<file path="src/rtl/uart_tx_arbiter.sv">
// Two-requester round-robin byte arbiter feeding a FIFO that drains into an 8N1 UART transmitter.
// Define UART_PARITY_EN to add an even-parity bit between the data bits and the stop bit.
module uart_tx_arbiter #(
  parameter int unsigned CLK_DIV = 434,
  parameter int unsigned FIFO_AW = 3
) (
  input  logic               clk,
  input  logic               rst_n,
  input  logic               cpu_req,
  input  logic [7:0]         cpu_data,
  output logic               cpu_gnt,
  input  logic               dbg_req,
  input  logic [7:0]         dbg_data,
  output logic               dbg_gnt,
  output logic               uart_tx,
  output logic               uart_tx_busy,
  output logic               next_bit,
  output logic               fifo_full,
  output logic               fifo_empty,
  output logic [FIFO_AW:0]   fifo_level
);

  localparam int unsigned DEPTH = 1 << FIFO_AW;
  localparam int unsigned CW    = (CLK_DIV > 1) ? $clog2(CLK_DIV) : 1;
  localparam logic [CW-1:0]      CNT_LAST = CW'(CLK_DIV - 1);
  localparam logic [FIFO_AW:0]   LVL_FULL = (FIFO_AW + 1)'(DEPTH);

`ifdef UART_PARITY_EN
  typedef enum logic [2:0] {IDLE, START, DATA, PARITY, STOP} state_e;
`else
  typedef enum logic [1:0] {IDLE, START, DATA, STOP} state_e;
`endif

  // Handshake: a requester holds req and data stable until it sees its gnt high
  // in a cycle; the byte is captured on the rising edge that ends that cycle.

  state_e               state_q, state_d;
  logic [CW-1:0]        cnt_q, cnt_d;
  logic [2:0]           bit_idx_q, bit_idx_d;
  logic [7:0]           tx_byte_q, tx_byte_d;
  logic                 tx_q, tx_d;
  logic                 busy_q, busy_d;
  logic                 prio_q, prio_d;
  logic [FIFO_AW-1:0]   wr_ptr_q, wr_ptr_d;
  logic [FIFO_AW-1:0]   rd_ptr_q, rd_ptr_d;
  logic [FIFO_AW:0]     level_q, level_d;
  logic [7:0]           fifo_mem [DEPTH];

  logic                 full_c;
  logic                 empty_c;
  logic                 cpu_gnt_c;
  logic                 dbg_gnt_c;
  logic                 push;
  logic                 pop;
  logic [7:0]           push_data;
  logic                 bit_end;

  assign full_c  = (level_q == LVL_FULL);
  assign empty_c = (level_q == '0);

  // Arbitration: prio_q=0 favours the CPU, prio_q=1 favours debug. The full
  // check uses the registered level, so a same-cycle pop never frees a slot early.
  always_comb begin
    cpu_gnt_c = 1'b0;
    dbg_gnt_c = 1'b0;
    if (rst_n && !full_c) begin
      if (cpu_req && (!prio_q || !dbg_req)) begin
        cpu_gnt_c = 1'b1;
      end else if (dbg_req) begin
        dbg_gnt_c = 1'b1;
      end
    end
  end

  assign push      = cpu_gnt_c | dbg_gnt_c;
  assign push_data = cpu_gnt_c ? cpu_data : dbg_data;
  assign pop       = (state_q == IDLE) && !empty_c;

  always_comb begin
    prio_d   = prio_q;
    wr_ptr_d = wr_ptr_q;
    rd_ptr_d = rd_ptr_q;
    level_d  = level_q;
    if (cpu_gnt_c) begin
      prio_d = 1'b1;
    end else if (dbg_gnt_c) begin
      prio_d = 1'b0;
    end
    if (push) begin
      wr_ptr_d = wr_ptr_q + 1'b1;
    end
    if (pop) begin
      rd_ptr_d = rd_ptr_q + 1'b1;
    end
    case ({push, pop})
      2'b10:   level_d = level_q + 1'b1;
      2'b01:   level_d = level_q - 1'b1;
      default: level_d = level_q;
    endcase
  end

  assign bit_end = (cnt_q == CNT_LAST);

  always_comb begin
    state_d   = state_q;
    cnt_d     = cnt_q;
    bit_idx_d = bit_idx_q;
    tx_byte_d = tx_byte_q;
    tx_d      = tx_q;
    if (state_q != IDLE) begin
      cnt_d = bit_end ? '0 : cnt_q + 1'b1;
    end
    case (state_q)
      IDLE: begin
        if (!empty_c) begin
          state_d   = START;
          tx_byte_d = fifo_mem[rd_ptr_q];
          cnt_d     = '0;
          bit_idx_d = '0;
          tx_d      = 1'b0;
        end
      end
      START: begin
        if (bit_end) begin
          state_d   = DATA;
          bit_idx_d = '0;
          tx_d      = tx_byte_q[0];
        end
      end
      DATA: begin
        if (bit_end) begin
          if (bit_idx_q == 3'd7) begin
`ifdef UART_PARITY_EN
            state_d = PARITY;
            tx_d    = ^tx_byte_q;
`else
            state_d = STOP;
            tx_d    = 1'b1;
`endif
          end else begin
            bit_idx_d = bit_idx_q + 3'd1;
            tx_d      = tx_byte_q[bit_idx_d];
          end
        end
      end
`ifdef UART_PARITY_EN
      PARITY: begin
        if (bit_end) begin
          state_d = STOP;
          tx_d    = 1'b1;
        end
      end
`endif
      STOP: begin
        if (bit_end) begin
          state_d = IDLE;
          tx_d    = 1'b1;
        end
      end
      default: begin
        state_d = IDLE;
        tx_d    = 1'b1;
      end
    endcase
    busy_d = (state_d != IDLE);
  end

  always_ff @(posedge clk or negedge rst_n) begin
    if (!rst_n) begin
      state_q   <= IDLE;
      cnt_q     <= '0;
      bit_idx_q <= '0;
      tx_byte_q <= '0;
      tx_q      <= 1'b1;
      busy_q    <= 1'b0;
      prio_q    <= 1'b0;
      wr_ptr_q  <= '0;
      rd_ptr_q  <= '0;
      level_q   <= '0;
    end else begin
      state_q   <= state_d;
      cnt_q     <= cnt_d;
      bit_idx_q <= bit_idx_d;
      tx_byte_q <= tx_byte_d;
      tx_q      <= tx_d;
      busy_q    <= busy_d;
      prio_q    <= prio_d;
      wr_ptr_q  <= wr_ptr_d;
      rd_ptr_q  <= rd_ptr_d;
      level_q   <= level_d;
    end
  end

  // Storage needs no reset: the pointers and level alone define valid contents.
  always_ff @(posedge clk) begin
    if (push) begin
      fifo_mem[wr_ptr_q] <= push_data;
    end
  end

  assign cpu_gnt      = cpu_gnt_c;
  assign dbg_gnt      = dbg_gnt_c;
  assign uart_tx      = tx_q;
  assign uart_tx_busy = busy_q;
  assign next_bit     = (state_q != IDLE) && bit_end;
  assign fifo_full    = full_c;
  assign fifo_empty   = empty_c;
  assign fifo_level   = level_q;

endmodule

</file>
<file path="config.mk">
export PLATFORM = sky130hd
export DESIGN_NAME = uart_tx_arbiter
export DESIGN_NICKNAME = d
export VERILOG_FILES = /design/src/rtl/uart_tx_arbiter.sv
export SDC_FILE = /design/constraint.sdc
export NUM_CORES = 1
export LEC_CHECK = 0
export ABC_AREA = 1
export BUFFER_PORTS_ARGS = -buffer_cell sky130_fd_sc_hd__buf_2
export CAP_MARGIN = 15
export CORE_MARGIN = 2
export CORE_UTILIZATION = 50
export CTS_CLUSTER_SIZE = 14
export DETAILED_ROUTE_END_ITERATION = 10
export PLACE_DENSITY_LB_ADDON = 0.1
export SLEW_MARGIN = 20
export SYNTH_ARGS = -nofsm -noshare
export SYNTH_HDL_FRONTEND = slang
export SYNTH_SLANG_ARGS = --single-unit
</file>
<file path="constraint.sdc">
create_clock -name clk -period 2.1 [get_ports clk]
set_input_delay 0.42 -clock clk [delete_from_list [all_inputs] [get_ports clk]]
set_output_delay 0.42 -clock clk [all_outputs]
set_load 0.05 [all_outputs]
</file>
==> results of run 1 <==
==> area by class of cell <==
class	instances	area share
clock inverters	7	0.01994
repair buffers	46	0.05423
inverters	31	0.02262
clock buffers	9	0.02408
well taps	108	0.02626
flip-flops and latches	99	0.5447
multi-input cells	303	0.3081
==> through the flow <==
step | std cells | util | setup slack [ns]
floorplan | 446 | - | -0.03286
global placement | 585 | 0.5574 | 0.1960
detailed placement | 585 | 0.5574 | 0.1207
CTS | 601 | 0.5835 | 0.002217
global route | 603 | 0.5871 | -0.02909
finish | 603 | 0.5871 | 0.09537
==> cell usage after synthesis, drive strengths merged <==
cell type,number,area share
a21oi,7,0.0094
buf,11,0.015
clkbuf,2,0.0017
clkinv,1,0.00083
dfrtp,34,0.19
dfstp,1,0.0058
edfxtp,64,0.42
ha,9,0.025
inv,30,0.025
nand2,107,0.092
nand3,18,0.023
nand3b,1,0.0017
nand4,2,0.0028
nor2,83,0.076
nor3,4,0.0066
o211ai,16,0.031
o21ai,46,0.054
or2,1,0.0019
xnor2,4,0.0077
xor2,5,0.0096
==> worst paths after layout <==
path	startpoint	endpoint	slack (ns)	depth (start not counted)
setup / recovery	cnt_q[1]	next_bit	0.1	7
max in group asynchronous	rst_n	uart_tx	1.61	2
min in group clk	dbg_req	prio_q	0.35	4
setup reg to reg	fifo_level[0]	fifo_level[2]	0.17	11
hold / removal	rst_n	wr_ptr_q[0]	0.13	2
hold reg to reg	tx_byte_q[3]	tx_byte_q[3]	0.49	2
==> cell families (layout without fill, tap and decap cells) <==
group | Yosys count | after routing | share of synthesized area
xor+xnor | 9 | 9 | 0.01737
simple gates | 216 | 216 | 0.2049
fa+ha+maj | 9 | 9 | 0.02481
compound gates | 69 | 69 | 0.09429
flops | 99 | 99 | 0.6168
buf+inv | 44 | 93 | 0.04191
==> what timing repair did <==
action / in CTS / in global routing
buffers inserted: 0 / 2
endpoints found under the setup margin: 1 / 6
pin swaps: 0 / 2
gates resized for setup: 1 / 7
==> state kept, by name, summed over array words and instances, names as in the netlist <==
signal and flops:
fifo_mem 64, cnt_q 9, tx_byte_q 8, fifo_level 4
bit_idx_q 3, rd_ptr_q 3, wr_ptr_q 3, state_q 2
prio_q 1, uart_tx 1, uart_tx_busy 1
==> worst register-to-register path: stages, from the launching register on <==
cell	delay (ns)
dfrtp_2	0.45
nor2_4	0.14
nand3_2	0.11
nand2_2	0.12
inv_2	0.05
o21ai_2	0.09
ha_4	0.20
xor2_2	0.19
ha_2	0.21
a21oi_2	0.04
xor2_1	0.15
o21ai_1	0.12
==> power breakdown <==
part | switching (W) | internal [W] | leakage (nW) | total (W)
registers | 0.000326 | 0.00252 | 1.01 | 0.00284
logic | 0.00157 | 0.000770 | 1.00 | 0.00234
clock network | 0.000744 | 0.000594 | 0.113 | 0.00134
==> per-layer routing <==
metal | part of all wire | routed length, um
met1 | 0.45 | 3937
met2 | 0.50 | 4325
met3 | 0.042 | 363
met4 | 0.0088 | 77
met5 | 0 | 0
==> results.cfg, run 1 <==
[final_layout]
final_common_cell = nand2_1
fill_cells = 752
layout-drive-gt1-share = 0.2101
multi_input_area_sq_um = 1585
fin_area_sq_um = 5145
area_growth_pct = 13.37
nets = 519
num_antenna_cells = 0
final_cell_mix = nand2_1 (102), nor2_1 (76), edfxtp_1 (64)
layout.area.seq_sq_um = 2803

[synthesis]
synth_cell_types = 34
syn_inst = 446
ys_warn_count = 0
ys_seq_area_frac = 0.6168
synth-seq-cells = 99
synth_area_sq_um = 4538
avgSynthCellArea_sq_um = 10.18
syn-num-nets = 475

[route]
first_pass_iters = 4
drtAntennaViolNets = 0
drc = 0
viasPerCell = 5.182
dr.first_iter.drc_count = 148
wl_um = 8703
detail_route.wl_per_cell_um = 14.43
vias = 3125

[sta]
holdWs_ns = 0.1288
fin_crit_ns = 2.005
slew_headroom = 0.5640
fin_skew_ns = 0.01896
hold_viol = 0
tns_ns = 0
setup_viol = 0
rsz0062_at_grt = yes
max_slew.worst_pin.slew_ns = 0.6540
max_freq_mhz = 498.8
finalMaxSlewViolations = 0
fin_crit_sh = 0.9546

[worst_setup_path]
critPathCaptureType = output pin
criticalPathCategory = flip-flop to output pin
worst_path_max_delay_cell = dfrtp_1
worstPathArrival_ns = 1.58
start_kind = flip-flop
path_cells = inv_1 -> ha_1 -> nand2_1 -> nor2_2 -> nand3_2 -> inv_1 -> buf_6
slowest_delay_ns = 0.42
timing.critical_path.buf_inv = 3
crit_fanout = 4
required_ns = 1.68
crit_family = flip-flops
path_common_cell = inv_1

[global_route]
overflow = 0
grt_util_met2 = 0.3196
grt_usage = 0.1957
grt_pass1_wl_um = 15040
antenna_found_initial = 0
grt_max_degree = 36
busiest_layer = met2
met3_usage = 0.04076
globalRouteMet1Util = 0.2642
grt_pass1_vias = 3051

[power]
finalPower_w = 0.006523
p_leak_nw = 2.128
ir_drop_mv = 0.4978
power_density_nw_per_um2 = 1268

[placement]
numPortBuffers = 30
postPlaceCellArea_sq_um = 4885
dp_hpwl_um = 5932
gp_congestion = 0.7953

[clock_network]
worstSkewPairLatency_ns = 0.37
postCtsHoldBufs = 0
clk_pin_slew_worst_paths_ns = 0.12
clock-sinks = 99
clockBufferDepth = 2
cts_buffers = 9
htree_levels = 3
root_buffer = clkbuf_8
cts_tree = done

[worst_hold_path]
min_path_type = input pin to async pin

[die]
ios = 31
fp.dieW_um = 99.27
die_h_um = 99.27
start_util = 0.5178
core_region_area_sq_um = 8763
rows = 34
die-area_sq_um = 9855

[run_status]
status = finished, final reports clean

[flow_run]
cap_viol_max_count = 0
(Power assumes the default switching activity.)
==> run 2, diff against run 1 <==
- ABC_CLOCK_PERIOD_IN_PS: default -> 1800
- clock period: 2.1 -> 1.8 ns (I/O delays scaled with it)
==> run 2 against run 1 <==
Effect of this change:
- clock power rose by 3%
- the run now ends with setup timing left
- cell count rose by 1.8%
- largest power group unchanged
- core utilization is 2.3 points higher
- flip-flop and latch count unchanged
- combinational power grew 37%
- global-route usage is 0.34 points higher
- critical endpoint is now fifo_level[2]
==> results.cfg, run 2 (synthesis gave the netlist of run 1 again) <==
[run_status]
status = finished with violations
violations = setup timing

[worst_setup_path]
required_ns = 2.06
crit_end = fifo_level[2]
criticalPathCategory = flip-flop to flip-flop
startpoint = fifo_level[0]
start_kind = flip-flop
path_cells = nor2_4 -> nand2_2 -> o21ai_4 -> inv_2 -> ha_4 -> xor2_2 -> ha_2 -> a21oi_2 -> xor2_1 -> o21ai_1
r2r-start = fifo_level[0]
timing.critical_path.buf_inv = 1
r2r_slack_ns = -0.02
r2r_end = fifo_level[2]
slowest_delay_ns = 0.44
reg2reg_depth = 10
crit_family = flip-flops
worst_path_max_delay_cell = dfrtp_2
crit_fanout = 3
worstPathArrival_ns = 2.07
cp_num_cells = 10
critPathCaptureType = flip-flop

[die]
core_region_area_sq_um = 8763
die-area_sq_um = 9855
fp.dieW_um = 99.27
die_h_um = 99.27
start_util = 0.5178
rows = 34
ios = 31

[final_layout]
fill_cells = 751
final_common_cell = nand2_1
regMostFlops = fifo_mem
fin_util = 0.6101
top_regs = fifo_mem: 64 flops, cnt_q: 9 flops, tx_byte_q: 8 flops
largest_register_ffs = 64
num_antenna_cells = 0
final_cell_mix = nand2_1 (93), nor2_1 (66), edfxtp_1 (64)
stdcell_count = 614
area_growth_pct = 17.81
layout-drive-gt1-share = 0.2767
nets = 530

[flow_run]
cap_viol_max_count = 0

[global_route]
grt_pass1_wl_um = 15110
busiest_layer = met2
grt_pass1_vias = 3131
globalRouteMet1Util = 0.2620
antenna_found_initial = 0
met3_usage = 0.02600
overflow = 0
grt_util_met2 = 0.3384
grt_usage = 0.1991
grt_max_degree = 36

[sta]
hold_viol = 0
max_slew.worst_pin.slew_ns = 0.6641
setup_viol = 2
finalMaxSlewViolations = 0
fin_skew_ns = 0.009874
max_freq_mhz = 550.4
fin_crit_sh = 1.009
fin_crit_ns = 1.817
tns_ns = -0.02443
worst_slack_ns = -0.01696
rsz0062_at_grt = yes
slew_headroom = 0.5573

[route]
drc = 0
detail_route.wl_per_cell_um = 15.08
drtAntennaViolNets = 0
first_pass_iters = 4
wl_um = 9260
dr.first_iter.drc_count = 203
vias = 3200
viasPerCell = 5.212

[clock_network]
cts_buffers = 9
postCtsHoldBufs = 0
clk_pin_slew_worst_paths_ns = 0.10
cts_tree = done
clockBufferDepth = 2
htree_levels = 3
root_buffer = clkbuf_8
clock-sinks = 99
worstSkewPairLatency_ns = 0.36

[placement]
numPortBuffers = 30
place_ws_ns = -0.04285
gp_congestion = 0.9021
dp_cells = 592
dp_hpwl_um = 6333

[power]
power_density_nw_per_um2 = 1466
finalPower_w = 0.007836
p_leak_nw = 2.175
ir_drop_mv = 0.6707

[worst_hold_path]
min_path_type = input pin to async pin
## run 2: changes by cell type in the layout (fill, tap and decap cells not counted), sizes merged
| cell | before | now |
|---|---|---|
| buf | 46 | 57 |
| bufinv | 1 | 0 |
| clkinvlp | 0 | 1 |
## run 2: cell type report
type                       count  area, sq um  share of cell area
sequential                    99         2805              0.5247
multi-input combinational    303         1703              0.3185
tap                          108        135.1             0.02528
timing repair buffer          57        390.4             0.07302
inverter                      31        116.4             0.02176
clock inverter                 7        72.57             0.01357
clock buffer                   9        123.9             0.02317
## run 2: report_power, final
part           internal [W]  total, W  switching (W)
sequential          0.00294   0.00326       0.000313
clock              0.000543   0.00138       0.000838
combinational       0.00110   0.00320        0.00210
## run 2: timing repair
| item | CTS | global route |
|---|---|---|
| gates resized for setup | 12 | 17 |
| endpoints found under the hold margin | 0 | 0 |
| endpoints found under the setup margin | 6 | 86 |
| setup buffers | 6 | 0 |
| pin swaps | 7 | 8 |
## run 2: metrics by stage
step                      hold slack (ns)  cell area (sq um)
final                             0.08706               5346
after global routing               0.1096               5346
after CTS                         0.09387               5293
after detailed placement           0.4671               5016
after global placement             0.4650               5016
after floorplan                   0.06441               4634
## run 2: worst min-delay path by stage
stage / to / slack, ns / cells past startpoint
2_1_floorplan: bit_idx_q[0] / 0.06 / 0
3_3_place_gp: prio_q / 0.47 / 2
3_5_place_dp: tx_byte_q[2] / 0.47 / 2
4_1_cts: cnt_q[1] / 0.09 / 2
5_1_grt: cnt_q[1] / 0.11 / 2
6_report: cnt_q[1] / 0.09 / 2
## run 2: routing by layer
layer / vias up / part of all wire / wire [um]
met4: 0 / 0.019 / 172
li1: 1597 / - / -
met1: 1536 / 0.44 / 4106
met3: 15 / 0.029 / 267
met2: 52 / 0.51 / 4714
met5: - / 0 / 0
==> run 3, diff against run 2 <==
==> constraint.sdc (replaced) <==
create_clock -name clk -period 1.8 [get_ports clk]
set_input_delay 0.36 -clock clk [delete_from_list [all_inputs] [get_ports clk]]
set_output_delay 0.36 -clock clk [all_outputs]
set_load 0.01 [all_outputs]
==> run 3 against run 2 <==
Effect of this change:
- the run still ends with setup timing left
- worst setup slack gained 0.0061 ns
- count of clock-buffer cells in the layout unchanged
- largest cell class unchanged
- global-route usage rose by 0.20 points
- critical endpoint unchanged
- core utilization up 0.46 points
- sequential power about the same
- sequential share of layout area is 0.41 points lower
- fmax increased by 0.34%
- flip-flop and latch count did not move
- die area is the same
==> results.cfg, run 3 (synthesis gave the netlist of run 1 again) <==
[run_status]
status = finished with violations
violations = setup timing

[sta]
slew_headroom = 0.5474
worst_slack_ns = -0.01087
max_slew.worst_pin.slew_ns = 0.6789
fin_crit_ns = 1.811
fin_skew_ns = 0.008267
finalMaxSlewViolations = 0
hold_viol = 0
fin_crit_sh = 1.006
holdWs_ns = 0.08190
rsz0062_at_grt = yes
max_freq_mhz = 552.2
setup_viol = 1

[worst_setup_path]
worstPathArrival_ns = 2.07
path_cells = nor2_4 -> nand2_2 -> o21ai_4 -> inv_2 -> ha_4 -> xor2_2 -> ha_2 -> a21oi_2 -> xor2_1 -> o21ai_1
reg2reg_depth = 10
required_ns = 2.06
crit_fanout = 3
criticalPathCategory = flip-flop to flip-flop
critPathCaptureType = flip-flop
worst_path_max_delay_cell = dfrtp_2
slowest_delay_ns = 0.44
start_kind = flip-flop

[route]
drc = 0
first_pass_iters = 4
wl_um = 9138
viasPerCell = 5.189
vias = 3217
dr.first_iter.drc_count = 207
detail_route.wl_per_cell_um = 14.74
drtAntennaViolNets = 0

[placement]
dp_hpwl_um = 6422
gp_congestion = 0.8182
numPortBuffers = 30
dp_cells = 597

[global_route]
grt_usage = 0.2011
grt_max_degree = 36
grt_pass1_wl_um = 15170
antenna_found_initial = 0
grt_pass1_vias = 3195
overflow = 0

[clock_network]
htree_levels = 3
worstSkewPairLatency_ns = 0.36
clk_pin_slew_worst_paths_ns = 0.11
clockBufferDepth = 2
clock-sinks = 99
root_buffer = clkbuf_8
cts_tree = done
cts_buffers = 9

[final_layout]
num_antenna_cells = 0
area_growth_pct = 18.69
largest_register_ffs = 64
top_regs = fifo_mem: 64 flops, cnt_q: 9 flops, tx_byte_q: 8 flops
stdcell_count = 620
final_common_cell = nand2_1
final_cell_mix = nand2_1 (95), nor2_1 (68), edfxtp_1 (64)
regMostFlops = fifo_mem
nets = 536
layout-drive-gt1-share = 0.2695

[die]
core_region_area_sq_um = 8763
fp.dieW_um = 99.27
start_util = 0.5178
rows = 34
ios = 31
die-area_sq_um = 9855
die_h_um = 99.27

[worst_hold_path]
min_path_type = input pin to async pin

[flow_run]
cap_viol_max_count = 0

[power]
ir_drop_mv = 0.6165
p_leak_nw = 2.221
power_density_nw_per_um2 = 1421
run 3: changes by cell type in the layout (fill, tap and decap cells not counted), moves of 2 or more:
cell      before  now
inv_6          1    3
buf_2         26   29
nand3_1       13   15
nor2_4        13    8
nor2_2         4    7
clkinv_4       2    0
nand3_2        5    3
buf_12         1    4
nor2_1        66   68
nand2_1       93   95
run 3: final cells by class:
cell class / count / area, sq um
clock buffers: 9 / 123.9
clock inverters: 7 / 91.34
fillers: 718 / 3377
inverters: 31 / 116.4
multi-input cells: 303 / 1650
flip-flops and latches: 99 / 2804
well taps: 108 / 135.1
repair buffers: 63 / 465.4
run 3: repair_timing:
item	4_1_cts	5_1_grt
hold buffers	0	0
endpoints found under the setup margin	3	131
cloned	0	0
resized for setup	2	25
pin swaps	5	4
endpoints found under the hold margin	0	0
setup buffers	4	3
run 3: metrics by stage:
stage                     setup slack [ns]  instance area, sq um  TNS (ns)  total power (W)    util
after floorplan                    -0.2063                  4577   -0.4178         0.005136       -
after global placement             0.01771                  5034         0         0.005962  0.5744
after detailed placement          -0.06163                  5034  -0.08088         0.006049  0.5744
after CTS                         -0.03461                  5281  -0.06819         0.007581  0.6027
after global routing               -0.1493                  5386   -0.4749         0.008198  0.6146
final                             -0.01087                  5386  -0.01087         0.007655  0.6146
run 3: final timing paths:
check / slack (ns) / from / endpoint
max: -0.01 / fifo_level[0] / fifo_level[2]
min: 0.08 / rst_n / cnt_q[8]
min reg2reg: 0.48 / prio_q / prio_q
max reg2reg: -0.01 / fifo_level[0] / fifo_level[2]
min in group clk: 0.41 / dbg_data[7] / fifo_mem[2][7]
max in group asynchronous: 1.36 / rst_n / uart_tx
run 3: critical path: cells and delay by family, from the launching register on:
family | cells | cell delay (ns)
AOI/OAI and AO/OA | 3 | 0.32
xor gates and xnor gates | 2 | 0.32
adders and majority gates | 2 | 0.35
buffers and inverters | 1 | 0.07
DFF | 1 | 0.44
and+or+nand+nor | 2 | 0.20
run 3: routing by layer:
metal	GRT usage	routed length (um)	vias to the layer above
met2	0.3456	4623	50
met5	0	0	-
met1	0.2548	4112	1548
met4	0.08114	120	0
li1	-	-	1610
met3	0.03303	282	9
run 3: where the power goes:
group	switching [W]	internal (W)	leakage [nW]
logic	0.00174	0.00110	1.10
clock network	0.000845	0.000679	0.106
registers	0.000352	0.00294	1.01
